`config.mk`:
```
export PLATFORM = sky130hd
export DESIGN_NAME = spike_rate_encoder
export DESIGN_NICKNAME = d
export VERILOG_FILES = /design/src/rtl/spike_rate_encoder.sv
export SDC_FILE = /design/constraint.sdc
export NUM_CORES = 1
export LEC_CHECK = 0
export BUFFER_PORTS_ARGS = -buffer_cell sky130_fd_sc_hd__clkbuf_2
export CORE_MARGIN = 2
export CORE_UTILIZATION = 62
export CTS_BUF_LIST = sky130_fd_sc_hd__clkbuf_16
export CTS_CLUSTER_DIAMETER = 150
export DETAILED_ROUTE_END_ITERATION = 16
export GPL_ROUTABILITY_DRIVEN = 0
export PLACE_DENSITY = 0.86
export REMOVE_ABC_BUFFERS = 1
export SKIP_CTS_REPAIR_TIMING = 1
export SYNTH_ARGS = -nofsm -noshare
export SYNTH_HDL_FRONTEND = slang
export SYNTH_SLANG_ARGS = --single-unit
```
`constraint.sdc`:
```
create_clock -name clk -period 6.75 [get_ports clk]
set_input_delay 1.0125 -clock clk [delete_from_list [all_inputs] [get_ports clk]]
set_output_delay 1.0125 -clock clk [all_outputs]
set_load 0.02 [all_outputs]
```
`src/rtl/spike_rate_encoder.sv`:
```
// Spike encoder: turns an intensity into a rate-coded or time-to-first-spike train over a
// 2^WIDTH-cycle window, drives a weighted synaptic current and reports spikes per window.
module spike_rate_encoder #(
    parameter int unsigned WIDTH  = 8,
    parameter logic [7:0]  WEIGHT = 8'd64
) (
    input  logic             clk,
    input  logic             rst_n,
    input  logic [WIDTH-1:0] in_data,
    input  logic             in_valid,
    output logic             in_ready,
    input  logic             mode,
    input  logic             enable,
    output logic             spike,
    output logic [7:0]       i_syn,
    output logic             busy,
    output logic [WIDTH-1:0] win_count,
    output logic             window_done
);

    typedef enum logic [1:0] {StIdle, StRun, StDone} state_e;

    state_e           state_q, state_d;
    logic [WIDTH-1:0] level_q, level_d;
    logic [WIDTH-1:0] acc_q, acc_d;
    logic [WIDTH-1:0] step_q, step_d;
    logic [WIDTH-1:0] cnt_q, cnt_d;
    logic [WIDTH-1:0] win_count_q, win_count_d;
    logic             mode_q, mode_d;
    logic             spike_q, spike_d;
    logic [7:0]       i_syn_q, i_syn_d;

    logic [WIDTH:0]   sum;
    logic             step_spike;
    logic             last_step;

    // Rate code uses the accumulator carry; TTFS fires once at step 2^WIDTH-1-I, i.e. ~I.
    always_comb begin
        sum       = {1'b0, acc_q} + {1'b0, level_q};
        last_step = (step_q == {WIDTH{1'b1}});
        if (mode_q) begin
            step_spike = (level_q != '0) && (step_q == ~level_q);
        end else begin
            step_spike = sum[WIDTH];
        end
    end

    always_comb begin
        state_d     = state_q;
        level_d     = level_q;
        mode_d      = mode_q;
        acc_d       = acc_q;
        step_d      = step_q;
        cnt_d       = cnt_q;
        win_count_d = win_count_q;
        spike_d     = 1'b0;

        unique case (state_q)
            StIdle: begin
                if (in_valid) begin
                    level_d = in_data;
                    mode_d  = mode;
                    acc_d   = '0;
                    step_d  = '0;
                    cnt_d   = '0;
                    state_d = StRun;
                end
            end
            StRun: begin
                if (enable) begin
                    spike_d = step_spike;
                    if (!mode_q) begin
                        acc_d = sum[WIDTH-1:0];
                    end
                    step_d = step_q + WIDTH'(1);
                    cnt_d  = cnt_q + WIDTH'(step_spike);
                    if (last_step) begin
                        win_count_d = cnt_q + WIDTH'(step_spike);
                        state_d     = StDone;
                    end
                end
            end
            StDone: begin
                state_d = StIdle;
            end
            default: begin
                state_d = StIdle;
            end
        endcase

        i_syn_d = spike_d ? WEIGHT : 8'd0;
    end

    always_ff @(posedge clk or negedge rst_n) begin
        if (!rst_n) begin
            state_q     <= StIdle;
            level_q     <= '0;
            mode_q      <= 1'b0;
            acc_q       <= '0;
            step_q      <= '0;
            cnt_q       <= '0;
            win_count_q <= '0;
            spike_q     <= 1'b0;
            i_syn_q     <= 8'd0;
        end else begin
            state_q     <= state_d;
            level_q     <= level_d;
            mode_q      <= mode_d;
            acc_q       <= acc_d;
            step_q      <= step_d;
            cnt_q       <= cnt_d;
            win_count_q <= win_count_d;
            spike_q     <= spike_d;
            i_syn_q     <= i_syn_d;
        end
    end

    assign in_ready    = (state_q == StIdle);
    assign busy        = (state_q == StRun);
    assign window_done = (state_q == StDone);
    assign spike       = spike_q;
    assign i_syn       = i_syn_q;
    assign win_count   = win_count_q;

endmodule

```
## Word-level counts from Yosys, hierarchy flattened

Cells that the tools add are included.

| storage, ports and cells | value |
|---|---|
| register bits | 51 |
| bits in latches | 0 |
| bits in writable memories | 0 |
| bits in read-only memories | 0 |
| bits of input ports | 13 |
| logic and storage cells | 46 |
| memories kept | 0 |

| operators by class | value |
|---|---|
| $add $sub $neg | 3 |
| $mul | 0 |
| divide/modulo/power cells | 0 |
| order comparisons | 0 |
| equal/unequal tests | 8 |
| shifts and indexed selects | 0 |
| multiplexer cells | 16 |
| bitwise gates (word level) | 1 |
| reduce and logical (&&, ||, !) cells | 9 |

Operators by type and width:

| cell | number |
|---|---|
| $pmux W8 S2 | 3 |
| $mux W8 | 5 |
| $add A8 B8 Y9 | 1 |
| $reduce_and A3 Y1 | 3 |
| $add A8 B1 Y8 | 1 |
| $add A8 B1 Y8 const B | 1 |
| $eq A8 B8 Y1 | 1 |
| $eq A8 B8 Y1 const B | 1 |
| $not A8 Y8 | 1 |
| $reduce_bool A8 Y1 | 1 |
| $mux W7 | 1 |
| $mux W2 | 3 |
| $ne A2 B2 Y1 const B | 3 |
| $pmux W2 S2 | 1 |
| $reduce_and A4 Y1 | 1 |
| $mux W1 | 3 |
| $eq A2 B1 Y1 const B | 1 |
| $eq A2 B2 Y1 const B | 1 |
| $logic_not A2 Y1 | 1 |
| $ne A2 B1 Y1 const B | 1 |
| $reduce_and A2 Y1 | 1 |
| $reduce_bool A2 Y1 | 1 |
| $logic_and A1 B1 Y1 | 1 |

## Longest topological paths before layout

Gate-level depths: netlist of run 1.

| depth | value |
|---|---|
| word-level depth | 7 |
| mapped depth | 15 |
| gate-level depth less buffers | 15 |

## Least setup slack after synthesis of run 1

OpenSTA, ideal clock, no wires.

| timing path | value |
|---|---|
| kind | register to register |
| from | register level_q[0] |
| to | register win_count_q[7], in the netlist win_count[7] |
| setup time | 119 ps |
| data arrival time | 2701 ps |
| setup slack | 3931 ps |
| cell stages (with the launch flop) | 16 |
| cells stage by stage | dfrtp_1 > ha_1 > inv_1 > fa_1 > nor2b_1 > nor3_1 > o21ai_0 > nand4b_1 > nand3_1 > ha_1 > and3_1 > and3_1 > clkbuf_1 > nand3_1 > xor2_1 > o21ai_2 |

| on the way | value |
|---|---|
| word-level cells in the longest chain between the ends | 5 |
| elaborated cells between the ends (all ways) | 7 |
| classes of those cells | add/sub: 2; eq/ne: 1; mux: 1; bitwise: 1; reduce/logical: 2 |

RTL lines:

| what | line | RTL |
|---|---|---|
| start, declared | 24 | `logic [WIDTH-1:0] level_q, level_d;` |
| start signal, assigned | 107 | `level_q <= level_d;` |
| branches (longest 3 deep; another with $add A8 B8 Y9) | - |  |
| $mux W1 * | 41 | `if (mode_q) begin` |
| $add A8 B1 Y8 * | 78 | `win_count_d = cnt_q + WIDTH'(step_spike);` |
| end signal, assigned | 112 | `win_count_q <= win_count_d;` |
| end, declared | 28 | `logic [WIDTH-1:0] win_count_q, win_count_d;` |

Every way passes the cells marked *.
A chain may end at the register's enable or synchronous reset.

## Final worst setup path of run 1

Same ends and word-level chain as after synthesis.

==> out/qor.csv, run 1 <==
stage,metric,value,unit
run_status,status,finished clean,
pwr,cellLeakagePower,1.32,nW
setup_path,cp.required,6.90,ns
floorplan,rows,22,
detailed_routing,drcViolationCount,0,
yosys,netlist_top_cells_area,"dfrtp_1 (45%), nand2_1 (5.8%), ha_1 (5.6%)",
detailed_routing,routedWlPerCell,16.4,µm
cells_and_area,final_util,0.718,
cts,cts_buffers,5,
setup_path,r2r_cells,14,
yosys,ys_types,46,
hold_path,min_path_type,reg -> reg,
setup_path,crit_arrival,3.29,ns
setup_path,r2r_setup_slack,3.61,ns
floorplan,die_area,4500,µm²
setup_path,rr_endpoint,win_count[7],
cells_and_area,layout-drive-gt1-share,0.182,
yosys,yosys.cell_count.top_type,dfrtp_1,
yosys,synth_common_cells,"dfrtp_1 (44), nand2_1 (38), o21ai_0 (18), xnor2_1 (12), ha_1 (11)",
cts,clk_path_buf_depth,2,
cts,clk_latency,0.28,ns
yosys,synth-seq-cells,44,
sta,slew_headroom,0.288,
pwr,irDropWorstVdd,0.267,mV
yosys,yosys_warnings,0,
place,dp_cells,309,
detailed_routing,first_pass_iters,4,
cts,cts_tree,built,
sta,hold_viol,0,
floorplan,initial_utilization,0.659,
cells_and_area,n_fill_cell,285,
floorplan,core_area,3740,µm²
place,io_buffers,25,
setup_path,worstSetupPathType,reg -> reg,
sta,setup_viol,0,
setup_path,cp-startpoint,level_q[0],
hold_path,min_delay_path_depth,2,
yosys,synthesis.area_per_instance,9.94,µm²
sta,rsz0062_at_grt,false,
floorplan,io_pins,33,
sta,fmax,319,MHz
cells_and_area,final_nets,293,
detailed_routing,antenna_left,0,
cts,clk_pin_slew,0.06,ns
cts,cts-root-buf,clkbuf_16,
pwr,powerDensity,314,nW/µm²
floorplan,die_h,67.1,µm
setup_path,rr_startpoint,level_q[0],
sta,period_needed,3.14,ns
cells_and_area,antenna_cells,0,
job,cap_violations,0,
detailed_routing,num_vias,1867,
yosys,synth_edf_count,0,
cells_and_area,area_delta_synth_final,9.03,%
hold_path,hp-start,win_count[5],
sta,setup_tns,0,ns
cts,clock_sinks,44,
global_route,grt_usage,0.264,
sta,period_share,0.465,
place,hpwl,3.68,mm
setup_path,critPathLaunchType,flip-flop,
setup_path,worstPathMaxFanout,5,
global_route,grt_max_degree,45,
yosys,synthArstFlopShare,1.00,
cts,h-tree-depth,2,
yosys,syn-instance-count,248,
sta,slew_violations,0,
global_route,overflow,0,
yosys,yosysTopAreaCell,dfrtp_1,
sta,tightest_slew,1.07,ns
cells_and_area,fin_cells,317,
yosys,seq_area_frac_synth,0.446,
detailed_routing,postRouteWirelength,5.20,mm
sta,clock_skew,0.00468,ns
setup_path,end_kind,flip-flop,
detailed_routing,drtIter0Drc,111,
detailed_routing,via_per_inst,5.89,
setup_path,crit_end,win_count[7],
global_route,grt_pass1_wl,8.56,mm
global_route,grt_pass1_vias,1813,
yosys,syn_area,2470,µm²
yosys,netlist.area_leader.share,0.446,
yosys,synth-main-ff-cell,dfrtp_1,
floorplan,die_x,67.1,µm
global_route,grt_antenna_before_repair,0,
## state kept, by name, summed over array words and instances, names as in the netlist
register   cells
i_syn          1
level_q        8
acc_q          8
mode_q         1
cnt_q          8
state_q        2
step_q         8
win_count      8
## critical path: stages (launching register included)
cell	delay [ns]
dfrtp_1	0.40
ha_1	0.22
inv_1	0.06
fa_1	0.38
nor2b_1	0.21
nor3_1	0.07
o21ai_0	0.27
nand4b_1	0.16
nand3_1	0.11
ha_1	0.17
and3_1	0.25
and3_1	0.28
nand3_1	0.13
xor2_1	0.21
o21ai_2	0.08
## cell usage in the layout (no fill, tap or decap), types with 3 or more instances in the layout
master and n:
o31ai_1 4, o21ai_1 3, o21ai_2 3, xnor2_1 12, nor2b_1 3, clkbuf_16 5, a21oi_1 6, and3_1 4
nand3_1 6, inv_1 8, o21ai_0 18, nand2_1 38, a22o_1 4, nor2_1 9, xor2_1 10, a21o_1 3
nor3_1 7, ha_1 11, conb_1 7, clkbuf_2 25, dfrtp_1 44, mux2_2 8, o211ai_1 3
## per-stage QoR
| step | hold slack [ns] | area [µm²] | power, mW | worst slack (ns) |
|---|---|---|---|---|
| final | 0.482 | 2690 | 0.845 | 3.61 |
| after global routing | 0.510 | 2690 | 0.895 | 3.36 |
| after CTS | 0.482 | 2690 | 0.844 | 3.64 |
| after detailed placement | 0.465 | 2550 | 0.614 | 3.70 |
| after global placement | 0.458 | 2550 | 0.597 | 3.86 |
| after floorplan | 0.445 | 2370 | 0.548 | 4.00 |
## layer usage
layer	track usage	wire [µm]
met4	0.0995	123
met1	0.334	2140
met5	0	0
met3	0.0659	362
met2	0.433	2570
## cell families after synthesis
logic type	share of synthesized area
and+or+nand+nor	0.166
AOI/OAI and AO/OA	0.134
DFF	0.446
buffers and inverters	0.0609
xor gates and xnor gates	0.0781
adders and majority gates	0.0639
muxes	0.0487
other	0.00152
## final cells by class
class                      count  area, µm²  area share
inverter                       7       28.8      0.0107
timing repair buffer          25        125      0.0465
sequential                    44       1100       0.409
clock inverter                 3       11.3     0.00419
multi-input combinational    185       1240       0.460
clock buffer                   5        125      0.0465
tap                           48       60.1      0.0223
## where the power goes
| group | internal, mW | switching, mW | total, mW |
|---|---|---|---|
| Combinational | 0.112 | 0.131 | 0.243 |
| Clock | 0.133 | 0.0948 | 0.228 |
| Sequential | 0.318 | 0.0569 | 0.374 |
## worst min-delay path by stage
| stage | end |
|---|---|
| floorplan | cnt_q[0] |
| global placement | cnt_q[0] |
| detailed placement | cnt_q[0] |
| CTS | win_count[5] |
| global route | win_count[3] |
| finish | win_count[5] |
No activity file was read; power rests on OpenSTA's default activity.
==> inputs of run 2 (changes only) <==
ABC_AREA = 1   (was default)
CORE_UTILIZATION = 52   (was 62)
PLACE_DENSITY = 0.77   (was 0.86)
clock period = 2.68 ns   (was 6.75 ns; I/O delays follow)
==> out/qor.csv, run 2 <==
stage,metric,value,unit,change
run_status,status,finished clean,,unchanged
pwr,irDropWorstVdd,0.402,mV,was 0.267 mV
yosys,netlist.area_leader.share,0.433,,was 0.446
cts,clk_path_buf_depth,2,,unchanged
yosys,ys_types,31,,was 46
setup_path,worstSetupPathType,reg -> reg,,unchanged
detailed_routing,via_per_inst,5.08,,was 5.89
sta,fmax,401,MHz,was 319 MHz
yosys,synth-main-ff-cell,dfrtp_1,,unchanged
pwr,seqPwrFrac,0.457,,was 0.443
sta,hold_viol,0,,unchanged
setup_path,crit_arrival,2.71,ns,was 3.29 ns
job,cap_violations,0,,unchanged
yosys,yosys.area_share.simple,0.300,,was 0.166
detailed_routing,postRouteWirelength,5.40,mm,was 5.20 mm
pwr,switching_share,0.326,,was 0.334
cts,cts_tree,built,,unchanged
pwr,p_int,1.25,mW,was 0.563 mW
setup_path,r2r_cells,17,,was 14
yosys,yosys_warnings,0,,unchanged
floorplan,die_h,74.0,µm,was 67.1 µm
sta,tightest_slew,0.559,ns,was 1.07 ns
cells_and_area,final_cell_area,2870,µm²,was 2690 µm²
place,io_buffers,25,,unchanged
floorplan,io_pins,33,,unchanged
pwr,powerDensity,643,nW/µm²,was 314 nW/µm²
yosys,yosysTopAreaCell,dfrtp_1,,unchanged
detailed_routing,num_vias,2219,,"was 1,867"
pwr,p_switching,0.602,mW,was 0.282 mW
yosys,synth-seq-cells,44,,unchanged
sta,setup_viol,0,,unchanged
sta,clock_skew,0.00544,ns,was 0.00468 ns
floorplan,core_area,4720,µm²,was 3740 µm²
detailed_routing,antenna_left,0,,unchanged
cells_and_area,final_nets,395,,was 293
global_route,grt_pass1_wl,9.10,mm,was 8.56 mm
detailed_routing,routedWlPerCell,12.4,µm,was 16.4 µm
cts,clk_latency,0.28,ns,about the same
pwr,p_comb_frac,0.233,,was 0.287
setup_path,cp.required,2.90,ns,was 6.90 ns
cts,cts-root-buf,clkbuf_16,,unchanged
cells_and_area,layout_commonest_cell,nand2_1,,was dfrtp_1
sta,period_needed,2.49,ns,was 3.14 ns
cts,h-tree-depth,2,,unchanged
floorplan,rows,25,,was 22
yosys,synth_fa_ha_area_frac,0.0619,,was 0.0639
yosys,synthesis.area_per_instance,7.49,µm²,was 9.94 µm²
setup_path,critPathLaunchType,flip-flop,,unchanged
yosys,synth_xor_area_frac,0.0172,,was 0.0781
cells_and_area,antenna_cells,0,,unchanged
floorplan,die_x,74.0,µm,was 67.1 µm
pwr,power_frac_clock,0.309,,was 0.270
yosys,synth-compound-area-share,0.0905,,was 0.134
yosys,synth_top_family_by_area,simple AND/OR/NAND/NOR gates,,unchanged
yosys,seq_area_frac_synth,0.433,,was 0.446
yosys,netlist_top_cells_area,"dfrtp_1 (43%), nand2_1 (18%), inv_1 (6.0%)",,"was dfrtp_1 (45%), nand2_1 (5.8%), ha_1 (5.6%)"
global_route,grt_max_degree,45,,unchanged
cells_and_area,n_fill_cell,421,,was 285
hold_path,min_path_type,in -> async,,was reg -> reg
yosys,yosys.cell_count.top_type,nand2_1,,was dfrtp_1
detailed_routing,drtIter0Drc,122,,was 111
cells_and_area,final_cell_mix,"nand2_1 (119), dfrtp_1 (44), inv_1 (42)",,"was dfrtp_1 (44), nand2_1 (38), clkbuf_2 (25)"
detailed_routing,first_pass_iters,4,,unchanged
floorplan,die_area,5470,µm²,was 4500 µm²
global_route,grt_usage,0.217,,was 0.264
cts,cts_buffers,5,,unchanged
pwr,cellLeakagePower,1.62,nW,was 1.32 nW
setup_path,worstPathMaxFanout,2,,was 5
yosys,syn-instance-count,340,,was 248
detailed_routing,drcViolationCount,0,,unchanged
yosys,synth_edf_count,0,,unchanged
place,hpwl,3.96,mm,was 3.68 mm
global_route,grt_antenna_before_repair,0,,unchanged
cts,clock_sinks,44,,unchanged
cells_and_area,layout-drive-gt1-share,0.132,,was 0.182
cells_and_area,area_delta_synth_final,12.9,%,was 9.03%
cts,clk_pin_slew,0.06,ns,about the same
cells_and_area,final_util,0.608,,was 0.718
yosys,synth.area.mux_share,0,,was 0.0487
setup_path,end_kind,flip-flop,,unchanged
yosys,synth_common_cells,"nand2_1 (119), dfrtp_1 (44), inv_1 (41), nor2_1 (24), o21ai_0 (23)",,"was dfrtp_1 (44), nand2_1 (38), o21ai_0 (18), xnor2_1 (12), ha_1 (11)"
yosys,synthArstFlopShare,1.00,,unchanged
floorplan,initial_utilization,0.539,,was 0.659
global_route,grt_pass1_vias,2133,,"was 1,813"
place,placed_area,2700,µm²,was 2550 µm²
global_route,overflow,0,,unchanged
sta,slew_headroom,0.627,,was 0.288
sta,period_share,0.931,,was 0.465
pwr,finalPower,1.85,mW,was 0.845 mW
sta,slew_violations,0,,unchanged
yosys,syn_area,2540,µm²,was 2470 µm²
run 2: cell count changes in the layout (fill, tap and decap cells not counted), moves of 3 or more:
cell,before,now
nor2b_1,3,0
nor2_1,9,24
nand2_1,38,119
nand3_1,6,21
o31ai_1,4,1
xnor2_1,12,2
and3_1,4,0
mux2_2,8,0
xor2_1,10,3
inv_1,8,42
a22o_1,4,1
o21ai_0,18,22
buf_4,0,4
run 2: final timing paths:
| kind | slack [ns] | to | startpoint |
|---|---|---|---|
| max | 0.19 | win_count[6] | level_q[0] |
| min | 0.20 | acc_q[3] | rst_n |
| max reg2reg | 0.19 | win_count[6] | level_q[0] |
| min reg2reg | 0.49 | acc_q[6] | acc_q[6] |
| max in group asynchronous | 2.10 | win_count[3] | rst_n |
| min in group clk | 0.31 | level_q[3] | in_data[3] |
run 2: worst max-delay path, stage by stage (launching register included):
cell,delay (ns)
dfrtp_1,0.37
ha_1,0.17
inv_1,0.06
fa_1,0.37
inv_1,0.08
nand2_1,0.08
a21oi_2,0.14
nand2_1,0.06
nand2_1,0.06
nand2_1,0.06
nand2_1,0.08
ha_1,0.17
ha_2,0.20
nand3_2,0.09
nor3_2,0.15
or2_2,0.15
nand3_1,0.06
nand2_1,0.08
run 2: logic make-up after synthesis:
family,count (synthesis)
other,1
buffers and inverters,54
xor gates and xnor gates,5
adders and majority gates,12
AOI/OAI and AO/OA,41
and+or+nand+nor,183
DFF,44
run 2: layer usage:
layer  GRT usage  part of all wire  up-vias
met5           0                 0        -
met4      0.0970             0.026        0
met3      0.0501             0.043       14
met2       0.365              0.49       50
met1       0.267              0.44     1036
li1            -                 -     1119
run 2: area by class of cell:
| type | instances | area, µm² | area share |
|---|---|---|---|
| repair buffers | 29 | 155 | 0.0540 |
| well taps | 67 | 83.8 | 0.0292 |
| clock buffers | 5 | 125 | 0.0435 |
| clock inverters | 2 | 8.76 | 0.00305 |
| inverters | 42 | 158 | 0.0549 |
| flip-flops and latches | 44 | 1100 | 0.383 |
| multi-input cells | 248 | 1240 | 0.432 |
run 2: power groups by stage:
stage / Combinational [mW] / Sequential, mW / Clock, mW
2_1_floorplan: 0.326 / 0.832 / 0
3_3_place_gp: 0.403 / 0.851 / 0
3_5_place_dp: 0.423 / 0.855 / 0
4_1_cts: 0.427 / 0.843 / 0.584
5_1_grt: 0.503 / 0.863 / 0.619
6_report: 0.432 / 0.846 / 0.572
run 2: stage by stage:
step / setup slack (ns) / hold WS (ns) / TNS [ns] / std cells
after global placement: 0.206 / 0.469 / 0 / 428
after detailed placement: 0.0869 / 0.479 / 0 / 428
final: 0.185 / 0.201 / 0 / 437
after CTS: 0.0722 / 0.219 / 0 / 435
after global routing: -0.0564 / 0.259 / -0.0863 / 437
after floorplan: 0.303 / 0.106 / 0 / 334
==> inputs of run 3 (changes only) <==
CORE_ASPECT_RATIO = 1.25   (was default)
==> out/qor.csv, run 3 (synthesized netlist as in run 2, its figures left out) <==
stage,metric,value,unit,change
run_status,status,finished clean,,unchanged
pwr,powerDensity,672,nW/µm²,was 643 nW/µm²
global_route,overflow,0,,unchanged
cells_and_area,layout-drive-gt1-share,0.160,,was 0.132
floorplan,rows,28,,was 25
setup_path,critPathLaunchType,flip-flop,,unchanged
global_route,grt_antenna_before_repair,0,,unchanged
pwr,p_comb_frac,0.224,,was 0.233
floorplan,initial_utilization,0.538,,was 0.539
floorplan,core_area,4730,µm²,was 4720 µm²
cells_and_area,final_util,0.625,,was 0.608
sta,clock_skew,0.00511,ns,was 0.00544 ns
detailed_routing,first_pass_iters,4,,unchanged
cts,clk_latency,0.29,ns,was 0.28 ns
floorplan,die_h,82.2,µm,was 74.0 µm
job,cap_violations,0,,unchanged
detailed_routing,drcViolationCount,0,,unchanged
pwr,cellLeakagePower,1.66,nW,was 1.62 nW
global_route,grt_pass1_vias,2084,,"was 2,133"
setup_path,end_kind,flip-flop,,unchanged
global_route,grt_pass1_wl,9.52,mm,was 9.10 mm
pwr,switching_share,0.317,,was 0.326
detailed_routing,via_per_inst,5.06,,was 5.08
detailed_routing,antenna_left,0,,unchanged
setup_path,worstSetupPathType,reg -> reg,,unchanged
cells_and_area,antenna_cells,0,,unchanged
sta,setup_viol,0,,unchanged
sta,rsz0062_at_grt,true,,
cells_and_area,final_cell_mix,"nand2_1 (118), dfrtp_1 (44), inv_1 (40)",,"was nand2_1 (119), dfrtp_1 (44), inv_1 (42)"
cells_and_area,area_delta_synth_final,16.1,%,was 12.9%
detailed_routing,routedWlPerCell,13.2,µm,was 12.4 µm
sta,hold_slack,0.177,ns,was 0.201 ns
floorplan,io_pins,33,,unchanged
sta,slew_violations,0,,unchanged
cells_and_area,n_fill_cell,410,,was 421
sta,tightest_slew,0.553,ns,was 0.559 ns
hold_path,min_path_type,in -> async,,unchanged
detailed_routing,top_layer_used,met4,,unchanged
setup_path,crit_arrival,2.72,ns,was 2.71 ns
setup_path,worstPathMaxFanout,3,,was 2
pwr,finalPower,1.99,mW,was 1.85 mW
detailed_routing,num_vias,2206,,"was 2,219"
global_route,grt_usage,0.235,,was 0.217
detailed_routing,wl_met1,2.38,mm,was 2.37 mm
cells_and_area,layout_commonest_cell,nand2_1,,unchanged
cts,cts-root-buf,clkbuf_16,,unchanged
place,hpwl,4.07,mm,was 3.96 mm
pwr,irDropWorstVdd,0.368,mV,was 0.402 mV
sta,hold_viol,0,,unchanged
cells_and_area,final_nets,400,,was 395
sta,fmax,393,MHz,was 401 MHz
detailed_routing,drtIter0Drc,137,,was 122
cts,cts_tree,built,,unchanged
pwr,p_int,1.36,mW,was 1.25 mW
cts,cts_buffers,5,,unchanged
global_route,grt_max_degree,45,,unchanged
cts,clk_path_buf_depth,2,,unchanged
detailed_routing,route.met3.wl,211,µm,was 235 µm
pwr,p_switching,0.629,mW,was 0.602 mW
sta,setup_tns,0,ns,unchanged
detailed_routing,wl_met2,2.96,mm,was 2.66 mm
pwr,power_frac_clock,0.348,,was 0.309
floorplan,die_area,5470,µm²,about the same
sta,period_share,0.948,,was 0.931
floorplan,die_x,66.6,µm,was 74.0 µm
setup_path,cp.required,2.86,ns,was 2.90 ns
place,io_buffers,25,,unchanged
sta,period_needed,2.54,ns,was 2.49 ns
cts,h-tree-depth,2,,unchanged
detailed_routing,postRouteWirelength,5.75,mm,was 5.40 mm
cts,clk_pin_slew,0.06,ns,about the same
cts,clock_sinks,44,,unchanged
sta,slew_headroom,0.632,,was 0.627
pwr,seqPwrFrac,0.428,,was 0.457
==> run 3: cell types whose count changed in the layout (fill, tap and decap cells not counted), sizes merged <==
| cell | change |
|---|---|
| bufinv | +1 |
| buf | +5 |
| clkinvlp | +1 |
| inv | -1 |
==> run 3: power groups by stage <==
stage,clock [mW],combinational (mW),sequential [mW]
floorplan,0,0.326,0.832
global route,0.735,0.519,0.866
finish,0.691,0.444,0.851
CTS,0.699,0.425,0.849
global placement,0,0.411,0.855
detailed placement,0,0.420,0.860
==> run 3: routing by layer <==
metal,vias up,global-route usage
li1,1129,-
met1,1012,0.281
met2,50,0.404
met3,15,0.0393
met4,0,0.127
met5,-,0
==> run 3: cell type report <==
| class | count | area (µm²) | area share |
|---|---|---|---|
| Clock buffer | 5 | 125 | 0.0423 |
| Tap cell | 60 | 75.1 | 0.0254 |
| Timing Repair Buffer | 34 | 193 | 0.0652 |
| Inverter | 42 | 158 | 0.0533 |
| Sequential cell | 44 | 1100 | 0.373 |
| Multi-Input combinational cell | 248 | 1260 | 0.427 |
| Clock inverter | 3 | 42.5 | 0.0144 |
==> run 3: critical path, stage by stage, from the launching register on <==
cell     delay, ns
dfrtp_1       0.40
ha_2          0.20
inv_1         0.06
fa_2          0.33
inv_2         0.07
nand2_2       0.06
a21oi_2       0.15
nand2_1       0.06
nand2_1       0.06
nand2_1       0.06
nand2_1       0.07
ha_2          0.19
ha_2          0.21
nand3_4       0.09
nor3_4        0.19
nand2_1       0.09
nand3_1       0.09
nand2_1       0.05
==> run 3: through the flow <==
stage / worst slack (ns) / instances / instance area [µm²]
after global placement: 0.267 / 422 / 2700
after detailed placement: 0.134 / 422 / 2700
after floorplan: 0.303 / 334 / 2480
after global routing: -0.0615 / 436 / 2960
after CTS: 0.0961 / 430 / 2870
final: 0.138 / 436 / 2960
==> run 3: final timing paths <==
check	to	depth (start not counted)	start	slack (ns)
max	win_count[6]	17	level_q[0]	0.14
min	acc_q[5]	2	rst_n	0.18
max reg2reg	win_count[6]	17	level_q[0]	0.14
min reg2reg	acc_q[6]	2	acc_q[6]	0.48
max in group asynchronous	level_q[1]	2	rst_n	2.11
min in group clk	level_q[3]	3	in_data[3]	0.31
